===== config.mk =====
export PLATFORM = sky130hd
export DESIGN_NAME = uart_ctrl_regs
export DESIGN_NICKNAME = d
export VERILOG_FILES = /design/src/rtl/uart_pkg.sv /design/src/rtl/uart_irq_ctrl.sv /design/src/rtl/uart_ctrl_regs.sv
export SDC_FILE = /design/constraint.sdc
export NUM_CORES = 1
export LEC_CHECK = 0
export ABC_CLOCK_PERIOD_IN_PS = 2500
export CAP_MARGIN = 20
export CORE_MARGIN = 2
export CORE_UTILIZATION = 30
export DETAILED_ROUTE_END_ITERATION = 6
export PLACE_DENSITY = 0.59
export REMOVE_ABC_BUFFERS = 1
export SETUP_SLACK_MARGIN = 0.15
export SLEW_MARGIN = 20
export SYNTH_ARGS = -nofsm -noshare
export SYNTH_HDL_FRONTEND = slang
export SYNTH_SLANG_ARGS = --single-unit

===== constraint.sdc =====
create_clock -name clk -period 2.5 [get_ports clk]
set_clock_uncertainty 0.05 [all_clocks]
set_input_delay 0.75 -clock clk [delete_from_list [all_inputs] [get_ports clk]]
set_output_delay 0.75 -clock clk [all_outputs]
set_load 0.05 [all_outputs]

===== src/rtl/uart_pkg.sv =====
// Shared constants for the UART channel register front-end:
// order codes, ISR bit positions and reset values.
package uart_pkg;

  localparam logic [3:0] ORD_RB  = 4'd1;
  localparam logic [3:0] ORD_IER = 4'd2;
  localparam logic [3:0] ORD_CTR = 4'd3;
  localparam logic [3:0] ORD_STR = 4'd4;
  localparam logic [3:0] ORD_DL  = 4'd5;
  localparam logic [3:0] ORD_DBG = 4'd6;
  localparam logic [3:0] ORD_TB  = 4'd7;
  localparam logic [3:0] ORD_THR = 4'd8;
  localparam logic [3:0] ORD_ISR = 4'd9;

  localparam int ISR_RXT = 0;
  localparam int ISR_TXE = 1;
  localparam int ISR_ROV = 2;
  localparam int ISR_PER = 3;
  localparam int ISR_W   = 4;

  localparam int CTR_DLAB_BIT = 5;

  localparam logic [ISR_W-1:0] IER_RESET = '0;
  localparam int               THR_RESET = 1;

endpackage


===== src/rtl/uart_irq_ctrl.sv =====
// Interrupt controller: edge-detected sticky status bits with W1C,
// a level rx-threshold bit, and a masked, registered irq.
module uart_irq_ctrl
  import uart_pkg::*;
#(
  parameter int CNT_W = 8
) (
  input  logic                      clk,
  input  logic                      rst_n,
  input  logic                      tf_empty,
  input  logic                      rf_overrun,
  input  logic                      rf_pari_err,
  input  logic [CNT_W-1:0]          rf_number,
  input  logic [CNT_W-1:0]          thr,
  input  logic [ISR_W-1:0]          ier,
  input  logic [ISR_W-1:1]          w1c,
  output logic [ISR_W-1:0]          isr,
  output logic                      irq
);

  logic [ISR_W-1:1] r_prev;
  logic [ISR_W-1:1] r_sticky;
  logic             r_irq;
  logic [ISR_W-1:1] w_evt;
  logic [ISR_W-1:1] w_rise;
  logic             w_rxt;

  assign w_evt  = {rf_pari_err, rf_overrun, tf_empty};
  assign w_rise = w_evt & ~r_prev;
  // thr of zero makes this permanently true, which is intended
  assign w_rxt  = (rf_number >= thr);
  assign isr    = {r_sticky, w_rxt};
  assign irq    = r_irq;

  always_ff @(posedge clk or negedge rst_n) begin
    if (!rst_n) begin
      r_prev   <= '0;
      r_sticky <= '0;
      r_irq    <= 1'b0;
    end else begin
      r_prev   <= w_evt;
      // a new event outranks a simultaneous clear
      r_sticky <= (r_sticky & ~w1c) | w_rise;
      r_irq    <= |(isr & ier);
    end
  end

endmodule


===== src/rtl/uart_ctrl_regs.sv =====
// Register front-end for one UART channel: access decode, FIFO push/pop
// handshakes, registered read data, and the interrupt controller.
module uart_ctrl_regs
  import uart_pkg::*;
#(
  parameter int         DATA_W    = 8,
  parameter int         CNT_W     = 8,
  parameter int         DL_W      = 32,
  parameter int         DL_RESET  = 434,
  parameter logic [7:0] CTR_RESET = 8'h03
) (
  input  logic              clk,
  input  logic              rst_n,
  input  logic              crl_sw,
  input  logic              crl_wr,
  input  logic [3:0]        crl_order,
  input  logic [31:0]       crl_wdata,
  output logic [31:0]       crl_rdata,
  output logic              crl_rvalid,
  output logic              crl_err,
  output logic              tf_push,
  output logic [DATA_W-1:0] tf_data,
  input  logic              tf_full,
  input  logic              tf_empty,
  input  logic              tf_overrun,
  input  logic [CNT_W-1:0]  tf_number,
  input  logic [4:0]        tf_state,
  output logic              rf_pop,
  input  logic [DATA_W-1:0] rf_data,
  input  logic              rf_empty,
  input  logic              rf_full,
  input  logic              rf_overrun,
  input  logic              rf_pari_err,
  input  logic [CNT_W-1:0]  rf_number,
  input  logic [4:0]        rf_state,
  output logic [7:0]        ctr,
  output logic [DL_W-1:0]   baud_div,
  output logic              rx_enable,
  output logic              irq
);

  logic [7:0]       r_ctr;
  logic [ISR_W-1:0] r_ier;
  logic [CNT_W-1:0] r_thr;
  logic [DL_W-1:0]  r_dl;
  logic             r_rxen;
  logic [31:0]      r_rdata;
  logic             r_rvalid;
  logic             r_err;

  logic             w_rd;
  logic             w_wr;
  logic             w_dlab;
  logic             w_ill;
  logic [31:0]      w_rsel;
  logic [ISR_W-1:0] w_isr;
  logic [ISR_W-1:1] w_w1c;

  assign w_rd   = crl_sw & ~crl_wr;
  assign w_wr   = crl_sw & crl_wr;
  assign w_dlab = r_ctr[CTR_DLAB_BIT];
  assign w_w1c  = (w_wr && crl_order == ORD_ISR) ? crl_wdata[ISR_W-1:1] : '0;

  // rst_n gating keeps an access caught by reset from moving a FIFO
  assign tf_push = rst_n & w_wr & (crl_order == ORD_TB) & ~tf_full;
  assign rf_pop  = rst_n & w_rd & (crl_order == ORD_RB) & ~rf_empty;
  assign tf_data = crl_wdata[DATA_W-1:0];

  assign crl_rdata  = r_rdata;
  assign crl_rvalid = r_rvalid;
  assign crl_err    = r_err;
  assign ctr        = r_ctr;
  assign baud_div   = r_dl;
  assign rx_enable  = r_rxen;

  // read mux plus legality of the current access (only meaningful with crl_sw)
  always_comb begin
    w_rsel = '0;
    w_ill  = 1'b0;
    case (crl_order)
      ORD_RB: begin
        w_rsel = rf_empty ? '0 : 32'(rf_data);
        w_ill  = crl_wr | rf_empty;
      end
      ORD_IER: w_rsel = 32'(r_ier);
      ORD_CTR: w_rsel = 32'(r_ctr);
      ORD_STR: begin
        w_rsel = 32'({irq, tf_overrun, tf_full, rf_full,
                      tf_empty, rf_pari_err, rf_overrun, ~rf_empty});
        w_ill  = crl_wr;
      end
      ORD_DL: begin
        w_rsel = 32'(r_dl);
        w_ill  = crl_wr & ~w_dlab;
      end
      ORD_DBG: begin
        w_rsel = 32'({rf_state, tf_state, rf_number, tf_number});
        w_ill  = crl_wr;
      end
      ORD_TB:  w_ill  = ~crl_wr | tf_full;
      ORD_THR: w_rsel = 32'(r_thr);
      ORD_ISR: w_rsel = 32'(w_isr);
      default: w_ill  = 1'b1;
    endcase
  end

  always_ff @(posedge clk or negedge rst_n) begin
    if (!rst_n) begin
      r_ctr    <= CTR_RESET;
      r_ier    <= IER_RESET;
      r_thr    <= CNT_W'(THR_RESET);
      r_dl     <= DL_W'(DL_RESET);
      r_rxen   <= 1'b0;
      r_rdata  <= '0;
      r_rvalid <= 1'b0;
      r_err    <= 1'b0;
    end else begin
      r_rvalid <= w_rd;
      r_err    <= crl_sw & w_ill;
      if (w_rd) r_rdata <= w_rsel;
      if (w_wr) begin
        case (crl_order)
          ORD_IER: r_ier <= crl_wdata[ISR_W-1:0];
          ORD_CTR: begin
            r_ctr <= crl_wdata[7:0];
            if (w_dlab && !crl_wdata[CTR_DLAB_BIT]) r_rxen <= 1'b1;
          end
          ORD_DL:  if (w_dlab) r_dl <= crl_wdata[DL_W-1:0];
          ORD_THR: r_thr <= crl_wdata[CNT_W-1:0];
          default: ;
        endcase
      end
    end
  end

  uart_irq_ctrl #(.CNT_W(CNT_W)) u_irq (
    .clk        (clk),
    .rst_n      (rst_n),
    .tf_empty   (tf_empty),
    .rf_overrun (rf_overrun),
    .rf_pari_err(rf_pari_err),
    .rf_number  (rf_number),
    .thr        (r_thr),
    .ier        (r_ier),
    .w1c        (w_w1c),
    .isr        (w_isr),
    .irq        (irq)
  );

endmodule


==> results.cfg, run 1 <==
[route]
ant_nets = 0
num_vias = 3783
drtIter0Drc = 247
first_pass_iters = 4
via_per_inst = 4.88
drc = 0
post_drt_wl_per_cell_um = 18.1
drt_wl_total_um = 14000

[timing]
timing.slew.headroom = 0.512
tightest_slew_ns = 0.731
min_period_over_period = 0.936
period_minus_slack_ns = 2.34
final_hold_viol_count = 0
max_freq_mhz = 427
setup_viol = 0
finalMaxSlewViolations = 0
setup_slack_ns = 0.159
rsz0062_at_grt = yes

[pwr]
p_sw_w = 0.00135
internal-power_w = 0.00294
pwr-share-seq = 0.412
pwr-share-comb = 0.267
irDropWorstVdd_uv = 431
swShare = 0.315
power.leakage_nw = 3.73
p_per_area_nw_per_um2 = 605
pwr-share-clk = 0.321

[logic_synthesis]
synth_common_cells = dfrtp_1 (86), nand2_1 (42), o21ai_0 (34)
synth_cell_types = 53
ys_seq_elements = 94
ys_seq_area_frac = 0.525
synth.avg_cell_area_um2 = 11.4
syn_area_um2 = 4500
synth_top_area_frac = 0.478
ys.warnings.count = 0
synth_edf_count = 0
ys.flop_type = dfrtp_1
syn_inst = 394
synth_top_area_cell = dfrtp_1
async_flop_share = 1.00
synth_most_common_cell = dfrtp_1
yosys-top-cells-area = dfrtp_1 (48%), mux2_2 (7.8%), a22oi_1 (4.8%), dfstp_2 (4.7%), o21ai_0 (3.8%)

[worst_setup_path]
reg2reg_depth = 7
r2r-end = u_irq.irq
cp.arrival_ns = 1.54
startpoint = tf_full
rr_startpoint = r_thr[0]
critPathMaxFanout = 2
crit_end = tf_push
crit_required_ns = 1.70
path_class = in2out
r2r_slack_ns = 0.70
critical_path.endpoint_type = output port
start_kind = input pin

[global_route]
grt_pass1_vias = 4046
track_usage = 0.179
grt_start_max_net_pins = 58
grt_overflow = 0
grt_pass1_wl_um = 22200
antenna_found_initial = 0

[placement]
hpwl_um = 10500
place.gp.congestion = 0.856
port_buffers = 166
dp_slack_ns = -0.402
placedCellCount = 759

[cts]
htreeDepth = 3
clkLatencyLatePin_ns = 0.35
cts_root_buffer = clkbuf_16
cts_buffer_depth = 2
cts.sinks = 94
clkTransAtPathRegs_ns = 0.06
tritoncts = built
cts_made_buffers = 9

[run]
drv_cap = 0

[status]
status = finished clean

[layout]
syn_to_final_growth_pct = 57.9
instances_no_fill = 775
n_antenna_cell = 0
drive_gt1_frac = 0.267
nNetsFinal = 676

[floorplan]
die_height_um = 126
start_util = 0.308
ioPinCount = 167
dieArea_um2 = 16000
die_x_um = 126
rows = 44
coreArea_um2 = 14600

[worst_hold_path]
worstHoldPathCells = 2
hp-class = reg2reg
==> power by group through the flow <==
stage / combinational, W / sequential (W) / clock (W)
floorplan: 0.000276 / 0.00209 / 0
global placement: 0.00115 / 0.00180 / 0
detailed placement: 0.00117 / 0.00180 / 0
global route: 0.00123 / 0.00179 / 0.00149
finish: 0.00115 / 0.00177 / 0.00138
CTS: 0.00115 / 0.00177 / 0.00142
==> logic make-up (layout without fill, tap and decap cells) <==
| kind of cell | after synthesis | in the layout | synth area share |
|---|---|---|---|
| buffers and inverters | 50 | 247 | 0.0578 |
| multiplexers | 48 | 48 | 0.126 |
| adder cells (fa/ha/maj) | 8 | 8 | 0.0222 |
| AND/OR/NAND/NOR | 83 | 83 | 0.0957 |
| flip-flops | 94 | 94 | 0.525 |
| XOR/XNOR | 1 | 1 | 0.00195 |
| AO/OA/AOI/OAI | 110 | 110 | 0.171 |
==> sequential cells by signal, indices dropped and copies added, names as in the netlist <==
| name | cells |
|---|---|
| r_ier | 4 |
| crl_rvalid | 1 |
| r_thr | 8 |
| ctr | 8 |
| crl_rdata | 32 |
| rx_enable | 1 |
| u_irq.r_prev | 3 |
| u_irq.irq | 1 |
| u_irq.r_sticky | 3 |
| crl_err | 1 |
| baud_div | 32 |
==> worst min-delay path by stage <==
stage	start	endpoint	slack, ns
final	crl_rdata[1]	crl_rdata[1]	0.42
after detailed placement	rx_enable	rx_enable	0.42
after floorplan	rst_n	baud_div[0]	0.40
after global placement	rx_enable	rx_enable	0.41
after CTS	rx_enable	rx_enable	0.43
after global routing	crl_rdata[19]	crl_rdata[19]	0.45
==> cells in the final DEF, fill, tap and decap left out, types with 9 or more instances in the layout <==
cell type and count:
dfrtp_1 86, clkdlybuf4s50_1 84, buf_4 54, nand2_1 41, o21ai_0 32, dlymetal6s2s_1 32, mux2_2 31, a22oi_1 29
dlygate4sd2_1 24, buf_12 14, inv_1 13, a22o_1 9, clkbuf_16 9
==> metal layers <==
metal  wire [um]  global-route usage
met3        1030              0.0641
met4          93              0.0336
met5           0                   0
met2        6810               0.289
met1        6070               0.234
==> timing repair <==
action	in CTS	in global routing
buffers inserted	1	0
hold buffers	0	0
resized for setup	58	51
endpoints found under the setup margin	103	36
pin swaps	4	4
==> layout make-up <==
type                    count  area, um2
clock inverters             4       48.8
fillers                  1347       7480
multi-input cells         250       1940
well taps                 184        230
clock buffers              11        243
inverters                  15       56.3
repair buffers            217       2220
flip-flops and latches     94       2360
==> worst max-delay path: stages <==
cell and delay, ns:
clkdlybuf4s15_1 0.21, inv_2 0.08, nand2_1 0.08, nor4_4 0.13
buf_4 0.16, buf_12 0.12
==> per-stage QoR <==
step	setup TNS (ns)	instance area, um2	util	hold WS (ns)	power [W]
2_1_floorplan	-23.26	4300	-	0.404	0.00237
3_3_place_gp	-23.91	6700	0.459	0.409	0.00295
3_5_place_dp	-26.03	6700	0.459	0.417	0.00297
4_1_cts	0	7010	0.480	0.434	0.00435
5_1_grt	0	7110	0.487	0.454	0.00451
6_report	0	7110	0.487	0.421	0.00430
(Power assumes the default switching activity.)
==> inputs of run 2 (changes only) <==
--- a/config.mk
+++ b/config.mk
@@ -13,7 +13,7 @@
 export PLACE_DENSITY = 0.59
 export REMOVE_ABC_BUFFERS = 1
 export SETUP_SLACK_MARGIN = 0.15
-export SLEW_MARGIN = 20
+export SLEW_MARGIN = 10
 export SYNTH_ARGS = -nofsm -noshare
 export SYNTH_HDL_FRONTEND = slang
 export SYNTH_SLANG_ARGS = --single-unit
==> constraint.sdc (replaced) <==
create_clock -name clk -period 2.5 [get_ports clk]
set_clock_uncertainty 0.05 [all_clocks]
set_input_delay 0.375 -clock clk [delete_from_list [all_inputs] [get_ports clk]]
set_output_delay 0.375 -clock clk [all_outputs]
set_load 0.05 [all_outputs]
==> run 2 against run 1 <==
  * Via count decreased by 1.8%
  * Largest power group unchanged
  * Clock-buffer cell count unchanged
  * Clock power increased by 13%
  * Worst setup slack improved by 0.077 ns
  * First-iteration DRC count decreased by 31%
  * Flip-flop and latch count unchanged
  * Hold slack got worse by 0.017 ns
==> results.cfg, run 2 (synthesis results as in run 1) <==
[status]
status = finished clean

[route]
drt_wl_total_um = 13500
num_vias = 3714
drc = 0
ant_nets = 0
via_per_inst = 4.97
first_pass_iters = 4
drtIter0Drc = 170
post_drt_wl_per_cell_um = 18.1

[layout]
most-common-layout-cells = clkdlybuf4s50_1 (155), dfrtp_1 (86), nand2_1 (42), o21ai_0 (34), mux2_2 (31)
multi_input_area_um2 = 1890
syn_to_final_growth_pct = 49.4
drive_gt1_frac = 0.191
final_cell_area_um2 = 6720
final_common_cell = clkdlybuf4s50_1
n_antenna_cell = 0
final-seq-area_um2 = 2360
n_fill_cell = 1340
nNetsFinal = 648

[worst_setup_path]
cp.arrival_ns = 1.84
critPathMaxFanout = 6
path_class = in2out
start_kind = input pin
reg2reg_depth = 6
critical_path.endpoint_type = output port
r2r_slack_ns = 0.51
r2r-end = u_irq.irq
rr_startpoint = r_thr[0]
crit_required_ns = 2.08

[timing]
period_minus_slack_ns = 2.26
final_hold_viol_count = 0
tightest_slew_ns = 0.936
setup_slack_ns = 0.236
max_freq_mhz = 442
timing.slew.headroom = 0.376
min_period_over_period = 0.905
hold_slack_ns = 0.404
finalMaxSlewViolations = 0
setup_viol = 0
rsz0062_at_grt = no

[pwr]
power.leakage_nw = 2.88
irDropWorstVdd_uv = 446
p_per_area_nw_per_um2 = 660

[global_route]
track_usage = 0.170
grt_pass1_wl_um = 21100
grt_overflow = 0
grt_start_max_net_pins = 76
grt_pass1_vias = 3836
antenna_found_initial = 0

[cts]
cts_resized = 0
cts.sinks = 94
cts_root_buffer = clkbuf_16
cts_buffer_depth = 2
tritoncts = built
htreeDepth = 3
clkTransAtPathRegs_ns = 0.07
cts_made_buffers = 9
clkLatencyLatePin_ns = 0.35

[placement]
port_buffers = 166
hpwl_um = 10200
dp_slack_ns = 0.0398
place.gp.congestion = 0.857
post_dp_cell_area_um2 = 6370

[floorplan]
die_x_um = 126
rows = 44
coreArea_um2 = 14600
start_util = 0.308
die_height_um = 126
dieArea_um2 = 16000
ioPinCount = 167

[run]
drv_cap = 0

[worst_hold_path]
hp-class = in2async
[run 2: changes by cell type in the layout (fill, tap and decap cells not counted), sizes merged, moves of 2 or more]
cell / previous run / this run
clkdlybuf4s50: 84 / 155
buf: 74 / 33
dlymetal6s2s: 32 / 0
dlygate4sd2: 24 / 0
clkbuf: 13 / 11
clkinv: 3 / 1
inv: 15 / 17
[run 2: how the worst max path moves through the flow]
stage                 start     endpoint  slack (ns)
6_report       crl_order[0]       rf_pop        0.24
5_1_grt        crl_order[0]       rf_pop        0.16
4_1_cts        crl_order[0]       rf_pop        0.22
3_5_place_dp   rf_number[0]    u_irq.irq        0.04
3_3_place_gp   rf_number[2]    u_irq.irq        0.06
2_1_floorplan  crl_order[1]  baud_div[0]       -0.33
[run 2: stage by stage]
step	TNS, ns	std cells	utilization	total power, W
after floorplan	-10.17	359	-	0.00237
after global placement	0	731	0.437	0.00289
after detailed placement	0	731	0.437	0.00291
after CTS	0	748	0.461	0.00449
after global routing	0	748	0.461	0.00463
final	0	748	0.461	0.00444
[run 2: per-layer routing]
layer | routed length (um) | up-vias | GRT usage
met1 | 6010 | 1794 | 0.225
met4 | 303 | 0 | 0.0595
met2 | 6230 | 137 | 0.264
li1 | - | 1760 | -
met3 | 967 | 23 | 0.0536
met5 | 0 | - | 0
[run 2: area by class of cell]
class,count,area share
repair buffers,189,0.275
flip-flops and latches,94,0.351
clock buffers,11,0.0376
clock inverters,5,0.0132
inverters,15,0.00838
multi-input cells,250,0.280
well taps,184,0.0342
[run 2: critical path, cell delays in order]
cell and delay, ns:
clkdlybuf4s50_1 0.59, nand2b_1 0.20, nor4_2 0.25, and3_1 0.27
buf_12 0.15
[run 2: report_power, final]
group          switching [W]  internal (W)  total (W)
Sequential          0.000104       0.00167    0.00177
Combinational       0.000644      0.000456    0.00110
Clock               0.000621      0.000944    0.00156
Total                0.00137       0.00307    0.00444
[run 2: timing repair]
| item | in CTS | in global routing |
|---|---|---|
| endpoints found under the hold margin | 18 | 0 |
| setup endpoints to repair | 0 | 0 |
| setup buffers | 0 | 0 |
| hold buffers | 1 | 0 |
==> inputs of run 3 (changes only) <==
--- a/config.mk
+++ b/config.mk
@@ -13,7 +13,7 @@
 export PLACE_DENSITY = 0.59
 export REMOVE_ABC_BUFFERS = 1
 export SETUP_SLACK_MARGIN = 0.15
-export SLEW_MARGIN = 10
+export SLEW_MARGIN = 20
 export SYNTH_ARGS = -nofsm -noshare
 export SYNTH_HDL_FRONTEND = slang
 export SYNTH_SLANG_ARGS = --single-unit
==> results of run 3 <==
The final DEF is identical to that of run 2; final timing and power are the same.
